$ cat config.mk
export PLATFORM = sky130hd
export DESIGN_NAME = div_approx_err_monitor
export DESIGN_NICKNAME = d
export VERILOG_FILES = /design/src/rtl/div_approx_err_monitor.sv
export SDC_FILE = /design/constraint.sdc
export NUM_CORES = 1
export LEC_CHECK = 0
export CORE_ASPECT_RATIO = 0.8
export CORE_UTILIZATION = 57
export DETAILED_ROUTE_END_ITERATION = 16
export PLACE_DENSITY = 0.86
export SLEW_MARGIN = 20
export SYNTH_ARGS = -nofsm -noshare
export SYNTH_HDL_FRONTEND = slang
export SYNTH_SLANG_ARGS = --single-unit
$ cat constraint.sdc
create_clock -name clk -period 9.2 [get_ports clk]
set_input_delay 2.76 -clock clk [delete_from_list [all_inputs] [get_ports clk]]
set_output_delay 2.76 -clock clk [all_outputs]
set_load 0.01 [all_outputs]
$ cat src/rtl/div_approx_err_monitor.sv
// div_approx_err_monitor
//   Scores an approximate 16/8 array divider. Each accepted operand pair is
//   re-divided exactly with an 8-cycle restoring divider. The squared error
//   and the peak absolute error against the divider's quotient are
//   accumulated over a window of 2**LOG2_SAMPLES in-range samples.
//
// Ports
//   clk, rst_n        clock (rising edge), asynchronous active-low reset
//   clear             synchronous clear of stats and FSM (mse is kept)
//   in_valid/in_ready sample handshake
//   n, d, q_apx       dividend, divisor, approximate quotient
//   sum_sq            running saturating sum of squared errors
//   max_abs           peak |q_ex - q_apx| in the current window
//   skip_cnt          saturating count of out-of-range samples
//   done              one-cycle pulse at window end
//   mse               sum_sq >> LOG2_SAMPLES, latched at window end
//   sat               sticky: sum_sq saturated in this window
module div_approx_err_monitor #(
    parameter int unsigned LOG2_SAMPLES = 10,
    parameter int unsigned ACCW         = 40
) (
    input  logic            clk,
    input  logic            rst_n,
    input  logic            clear,
    input  logic            in_valid,
    output logic            in_ready,
    input  logic [15:0]     n,
    input  logic [7:0]      d,
    input  logic [7:0]      q_apx,
    output logic [ACCW-1:0] sum_sq,
    output logic [7:0]      max_abs,
    output logic [15:0]     skip_cnt,
    output logic            done,
    output logic [ACCW-1:0] mse,
    output logic            sat
);

    localparam int unsigned CNTW = LOG2_SAMPLES + 1;
    localparam int unsigned WIN  = 2 ** LOG2_SAMPLES;

    typedef enum logic [1:0] {IDLE, DIV, ACC, DONE} state_t;

    state_t          state_q;
    logic            in_ready_q;
    logic            done_q;
    logic            sat_q;
    logic [7:0]      nlo_q;
    logic [7:0]      d_q;
    logic [7:0]      qapx_q;
    logic [7:0]      rem_q;
    logic [7:0]      qex_q;
    logic [2:0]      iter_q;
    logic [CNTW-1:0] cnt_q;
    logic [ACCW-1:0] sum_q;
    logic [ACCW-1:0] mse_q;
    logic [7:0]      max_q;
    logic [15:0]     skip_q;

    logic [8:0]      div_t;
    logic            div_ge;
    logic [7:0]      div_sub;
    logic [8:0]      err;
    logic [7:0]      abs_err;
    logic [15:0]     sq;
    logic [ACCW:0]   sum_ext;
    logic [ACCW-1:0] sum_d;
    logic [CNTW-1:0] cnt_d;
    logic            out_of_range;

    always_comb begin
        // One restoring step: shift the next dividend bit into the remainder.
        div_t        = {rem_q, nlo_q[iter_q]};
        div_ge       = div_t >= {1'b0, d_q};
        div_sub      = 8'(div_t - {1'b0, d_q});
        err          = {1'b0, qex_q} - {1'b0, qapx_q};
        abs_err      = err[8] ? 8'(9'd0 - err) : err[7:0];
        sq           = 16'(abs_err) * 16'(abs_err);
        // Extra carry bit detects accumulator overflow for saturation.
        sum_ext      = {1'b0, sum_q} + (ACCW + 1)'(sq);
        sum_d        = sum_ext[ACCW] ? '1 : sum_ext[ACCW-1:0];
        cnt_d        = cnt_q + CNTW'(1);
        // Quotient would not fit in 8 bits (or divide by zero).
        out_of_range = (d == '0) || (n[15:8] >= d);
    end

    always_ff @(posedge clk or negedge rst_n) begin
        if (!rst_n) begin
            state_q    <= IDLE;
            in_ready_q <= 1'b1;
            done_q     <= 1'b0;
            sat_q      <= 1'b0;
            nlo_q      <= '0;
            d_q        <= '0;
            qapx_q     <= '0;
            rem_q      <= '0;
            qex_q      <= '0;
            iter_q     <= '0;
            cnt_q      <= '0;
            sum_q      <= '0;
            mse_q      <= '0;
            max_q      <= '0;
            skip_q     <= '0;
        end else if (clear) begin
            state_q    <= IDLE;
            in_ready_q <= 1'b1;
            done_q     <= 1'b0;
            sat_q      <= 1'b0;
            cnt_q      <= '0;
            sum_q      <= '0;
            max_q      <= '0;
            skip_q     <= '0;
        end else begin
            case (state_q)
                IDLE: begin
                    if (in_valid) begin
                        if (out_of_range) begin
                            if (skip_q != 16'hFFFF) skip_q <= skip_q + 16'd1;
                        end else begin
                            nlo_q      <= n[7:0];
                            d_q        <= d;
                            qapx_q     <= q_apx;
                            rem_q      <= n[15:8];
                            qex_q      <= '0;
                            iter_q     <= 3'd7;
                            in_ready_q <= 1'b0;
                            state_q    <= DIV;
                        end
                    end
                end
                DIV: begin
                    rem_q         <= div_ge ? div_sub : div_t[7:0];
                    qex_q[iter_q] <= div_ge;
                    iter_q        <= iter_q - 3'd1;
                    if (iter_q == 3'd0) state_q <= ACC;
                end
                ACC: begin
                    sum_q <= sum_d;
                    if (sum_ext[ACCW]) sat_q <= 1'b1;
                    if (abs_err > max_q) max_q <= abs_err;
                    cnt_q <= cnt_d;
                    if (cnt_d == CNTW'(WIN)) begin
                        mse_q   <= sum_d >> LOG2_SAMPLES;
                        done_q  <= 1'b1;
                        state_q <= DONE;
                    end else begin
                        in_ready_q <= 1'b1;
                        state_q    <= IDLE;
                    end
                end
                DONE: begin
                    done_q     <= 1'b0;
                    sum_q      <= '0;
                    max_q      <= '0;
                    sat_q      <= 1'b0;
                    cnt_q      <= '0;
                    in_ready_q <= 1'b1;
                    state_q    <= IDLE;
                end
                default: state_q <= IDLE;
            endcase
        end
    end

    assign in_ready = in_ready_q;
    assign sum_sq   = sum_q;
    assign max_abs  = max_q;
    assign skip_cnt = skip_q;
    assign done     = done_q;
    assign mse      = mse_q;
    assign sat      = sat_q;

endmodule

; ---- Word level (Yosys, flattened, before mapping)
; Index checks and enable logic that the tools add are counted.
[totals]
input_bits = 36
word_cells = 111
ff_bits = 153
out_inout_bits = 107
[classes]
n_addsub = 7
bitwise = 2
n_mul = 1
eq_ne = 14
n_reduce_logical = 21
order_cmp = 5
n_mux = 46
[ops]
columns = cell, n
row1 = $mux 16, 5
row2 = $mux 40, 2
row3 = $pmux 40 s2, 1
row4 = $mux 8, 8
row5 = $pmux 8 s2, 3
row6 = $add 40x16->41, 1
row7 = $pmux 11 s2, 1
row8 = $ne 3x3->1 const B, 7
row9 = $add 16x1->16 const B, 1
row10 = $mul 8x8->16, 1
row11 = $ne 16x16->1 const B, 1
row12 = $reduce_and 4->1, 4
row13 = $add 11x1->11 const B, 1
row14 = $eq 11x11->1 const B, 1
row15 = $mux 11, 1
row16 = $mux 1, 10
row17 = $mux 2, 5
row18 = $reduce_bool 2->1, 5
row19 = $ge 9x8->1, 1
row20 = $sub 8x8->9, 1
row21 = $bwmux 8, 1
row22 = $ge 8x8->1, 1
row23 = $gt 8x8->1, 1
row24 = $logic_not 8->1, 1
row25 = 24 further kinds, 32

; ---- Longest topological paths before layout
[logic_depth]
word_depth = 8
mapped_depth = 31
depth_no_buf = 30

; ---- Worst setup path after synthesis
; No wires, ideal clock.
[synth_timing]
kind = reg2reg
start = reg qex_q[0]
end = reg sum_q[30] (netlist: sum_sq[30])
n_path_buf = 1
synth_period_minus_slack_ns = 6.716
slack_ns = 2.484
setup_time_ns = 0.119
arrival_ns = 6.597
required_time_ns = 9.081
stages_incl_launch_ff = 28
cell_sequence = dfrtp_1 -> inv_1 -> ha_1 -> inv_1 -> fa_1 -> a211oi_2 -> o21ai_1 -> a31o_1 -> a21oi_1 -> o21ai_0 -> xor2_1 -> nor2_1 -> fa_1 -> fa_1 -> fa_1 -> inv_1 -> fa_1 -> inv_1 -> ha_1 -> a21oi_1 -> nand2_1 -> o31ai_2 -> o22ai_1 -> buf_2 -> and2_1 -> and3_1 -> o21a_1 -> o21a_1
[synth_via]
elab_chain_cells = 8
[synth_rtl]
columns = element, line_no
row1 = from (decl), 51  ; logic [7:0] qex_q;
row2 = "from (signal, indexed assignment)", 132  ; qex_q[iter_q] <= div_ge;
row3 = $sub 8x8->9 *, 75  ; err = {1'b0, qex_q} - {1'b0, qapx_q};
row4 = $sub 1x8->8, 76  ; abs_err = err[8] ? 8'(9'd0 - err) : err[7:0];
row5 = $mux 8 *, 76
row6 = $mul 8x8->16 *, 77  ; sq = 16'(abs_err) * 16'(abs_err);
row7 = $add 40x16->41 *, 79  ; sum_ext = {1'b0, sum_q} + (ACCW + 1)'(sq);
row8 = $mux 40 *, 80  ; sum_d = sum_ext[ACCW] ? '1 : sum_ext[ACCW-1:0];
row9 = $pmux 40 s2 *, 113  ; case (state_q)
row10 = $mux 40 *, 103  ; end else if (clear) begin
row11 = to (signal assigned), 137  ; sum_q <= sum_d;
row12 = to (decl), 54  ; logic [ACCW-1:0] sum_q;
; Mark *: on every way between the ends. The rest lies on a longest branch, timed or not.
; A chain may end at the register's enable or synchronous reset.

; ---- Final worst setup path
[layout_timing]
start = reg qex_q[0]
end = reg sat_q (netlist: sat)
[layout_via]
elab_chain_cells = 7
[layout_rtl]
columns = element, line_no
row1 = $sub 8x8->9 *, 75
row2 = $sub 1x8->8, 76
row3 = $mux 8 *, 76
row4 = $mul 8x8->16 *, 77
row5 = $add 40x16->41 *, 79
row6 = $ne 3x3->1 (no line) *, n/a
row7 = $reduce_and 2->1 (no line) *, n/a
row8 = to (signal assigned), 91  ; sat_q <= 1'b0;
row9 = to (signal assigned), 107  ; sat_q <= 1'b0;
row10 = to (signal assigned), 138  ; if (sum_ext[ACCW]) sat_q <= 1'b1;
row11 = to (decl), 46  ; logic sat_q;
; Marks and branches as above.

==> results.tsv <==
stage	metric	value	unit
clock_network	hold_buffers	0	
clock_network	cts_max_level	4	
yosys	syn_area_per_cell	9.037	sq um
yosys	netlist_instances	1216	
placed_design	dp_hpwl	19.69	mm
grt	grt_pass1_vias	9247	
setup_path	critical_path.max_stage_delay	0.90	ns
clock_network	worstSkewPairLatency	0.43	ns
floorplanning	die_w	157.2	um
placed_design	routabilityCongestion	0.9293	
yosys	synth.most_common_cell	dfrtp_1	
sta	clock.fmax	118.4	MHz
layout	fillers	1452	
yosys	yosys.area.top_type	dfrtp_1	
yosys	synthFlopType	dfrtp_1	
detailed_routing	route.detailed.drc	0	
sta	min_period	8.449	ns
detailed_routing	wire_per_inst	17.03	um
detailed_routing	ant_nets	0	
layout	final_nets	1488	
floorplanning	rows	45	
sta	finalMaxSlewViolations	0	
sta	worst_pin_slew	1.072	ns
clock_network	clock-sinks	153	
yosys	ys_types	75	
grt	grt_pass1_wl	44.96	mm
yosys	ys_top_cells_by_area	dfrtp_1, ha_1, fa_1	
setup_path	crit_type	reg -> reg	
yosys	ys_async_sr_fraction	100.0	%
clock_network	ctsRootBufferMaster	clkbuf_16	
clock_network	clk_path_buf_depth	2	
detailed_routing	drt-pass1-iter-count	5	
job	drv_cap	0	
layout	utilization	69.09	%
detailed_routing	viasPerCell	5.846	
placed_design	io_buffers	132	
floorplanning	dieArea	0.01984	sq mm
yosys	synth-edff-count	0	
detailed_routing	drt-total-wl	27.24	mm
layout	drive_above_1_share	7.010	%
yosys	syn_area	0.01099	sq mm
sta	slew_headroom	28.53	%
floorplanning	fp.dieH	126.2	um
yosys	synth_top_area_share	34.61	%
setup_path	slowest_stage	nand3_1	
setup_path	crit_required	9.46	ns
layout	synthToLayoutAreaGrowth	18.93	%
detailed_routing	dr.first_iter.drc_count	827	
yosys	ys_seq_area_share	34.85	%
setup_path	start_kind	register	
setup_path	arrival	8.71	ns
sta	finalSetupViolations	0	
grt	gr-total-overflow	0	
layout	multiInputGateArea	0.006459	sq mm
yosys	synth_commonest_cells	dfrtp_1, nor2_1, inv_1	
floorplanning	initial_core_util	58.09	%
grt	grt_max_degree	84	
sta	hold_viol	0	
setup_path	endpoint_kind	register	
clock_network	clk_pin_slew	0.07	ns
grt	antenna_found_initial	0	
yosys	synth_seq_cells	153	
floorplanning	io_pins	143	
sta	clock_skew	0.01492	ns
layout	insertedDiodeCount	0	
sta	final.period_utilization	91.84	%
grt	track_usage	28.50	%
clock_network	cts_tree	done	
yosys	yosys_warnings	0	
layout	regArea	0.003830	sq mm
setup_path	worstPathMaxFanout	20	
hold_path	worstHoldPathType	reg -> reg	
floorplanning	core-area	0.01892	sq mm
setup_path	crit_top_cell	inv_1	
clock_network	ctsResizeCount	0	
detailed_routing	vias	9348	
status	status	finished clean	
sta	rsz0062_at_grt	false	
clock_network	postCtsSetupBuffers	0	
clock_network	cts_buffers	17	
sta	tns	0	ns
==> registers in the layout, summed over array words and instances, names as in the netlist <==
signal,count
rem_q,8
state_q,2
qex_q,8
d_q,8
mse,30
skip_cnt,16
max_abs,8
cnt_q,11
qapx_q,8
sat,1
sum_sq,40
iter_q,3
done,1
in_ready,1
nlo_q,8
==> layout by cell type (no fill, tap or decap), types with 6 or more instances in the layout <==
| cell type | instances |
|---|---|
| a211oi_1 | 12 |
| a21o_1 | 9 |
| a21oi_1 | 73 |
| a22o_1 | 8 |
| a311oi_1 | 11 |
| a31oi_1 | 21 |
| and2_1 | 8 |
| and3_1 | 18 |
| clkbuf_16 | 17 |
| clkdlybuf4s50_1 | 131 |
| conb_1 | 10 |
| dfrtp_1 | 152 |
| fa_1 | 39 |
| ha_1 | 84 |
| inv_1 | 126 |
| mux2_2 | 16 |
| mux2i_1 | 11 |
| nand2_1 | 101 |
| nand3_1 | 25 |
| nand4_1 | 17 |
| nor2_1 | 132 |
| nor2b_1 | 6 |
| nor3_1 | 17 |
| o21a_1 | 11 |
| o21ai_0 | 81 |
| o21ai_1 | 9 |
| or2_2 | 9 |
| or3_1 | 11 |
| xnor2_1 | 31 |
| xor2_1 | 37 |
==> per-layer routing <==
| layer | track usage [%] | up-vias | routed length (um) |
|---|---|---|---|
| li1 | - | 4392 | - |
| met1 | 40.33 | 4525 | 12370 |
| met2 | 44.04 | 378 | 12460 |
| met3 | 5.781 | 53 | 1846 |
| met4 | 8.852 | 0 | 560 |
| met5 | 0 | - | 0 |
==> cells by family (layout without fill, tap and decap cells) <==
logic type	count (synthesis)	in the layout	synth area share [%]
AND/OR/NAND/NOR	370	370	15.62
AO/OA/AOI/OAI	285	285	16.71
buffers and inverters	181	297	6.809
flip-flops	153	153	34.85
adder cells (fa/ha/maj)	124	124	16.78
XOR/XNOR	72	72	6.012
multiplexers	30	30	3.177
other	1	10	0.03412
==> stage by stage <==
step	area [sq um]	hold slack (ns)	std cells	setup slack, ns
after floorplan	11020	0.4496	1225	2.484
after global placement	12450	0.4670	1567	1.234
after detailed placement	12450	0.4804	1567	0.9768
after CTS	13070	0.4947	1599	0.9242
after global routing	13070	0.5143	1599	0.2687
final	13070	0.4868	1599	0.7510
==> final timing paths <==
| path | from | end | slack (ns) | depth (start not counted) |
|---|---|---|---|---|
| max in group asynchronous | rst_n | sum_sq[4] | 5.46 | 2 |
| min in group asynchronous | rst_n | skip_cnt[3] | 2.36 | 1 |
| min | mse[29] | mse[29] | 0.49 | 2 |
| max | qex_q[0] | sat | 0.75 | 27 |
| max reg2reg | qex_q[0] | sat | 0.75 | 27 |
| min reg2reg | mse[29] | mse[29] | 0.49 | 2 |
==> area by class of cell <==
class / count / area share, %
clock buffer: 18 / 3.360
multi-input combinational: 891 / 49.42
tap: 258 / 2.470
clock inverter: 14 / 1.369
inverter: 128 / 3.676
sequential: 153 / 29.30
timing repair buffer: 137 / 10.41
==> critical path, delay by kind of cell, from the launching register on <==
family / cells / cell delay, ns
fa+ha+maj: 7 / 2.85
flops: 1 / 0.38
xor+xnor: 2 / 0.78
buf+inv: 5 / 0.44
compound gates: 10 / 2.37
simple gates: 3 / 1.45
Power is not shown: default switching activity piles up to over one toggle a cycle in this logic, so the estimate is an artifact.
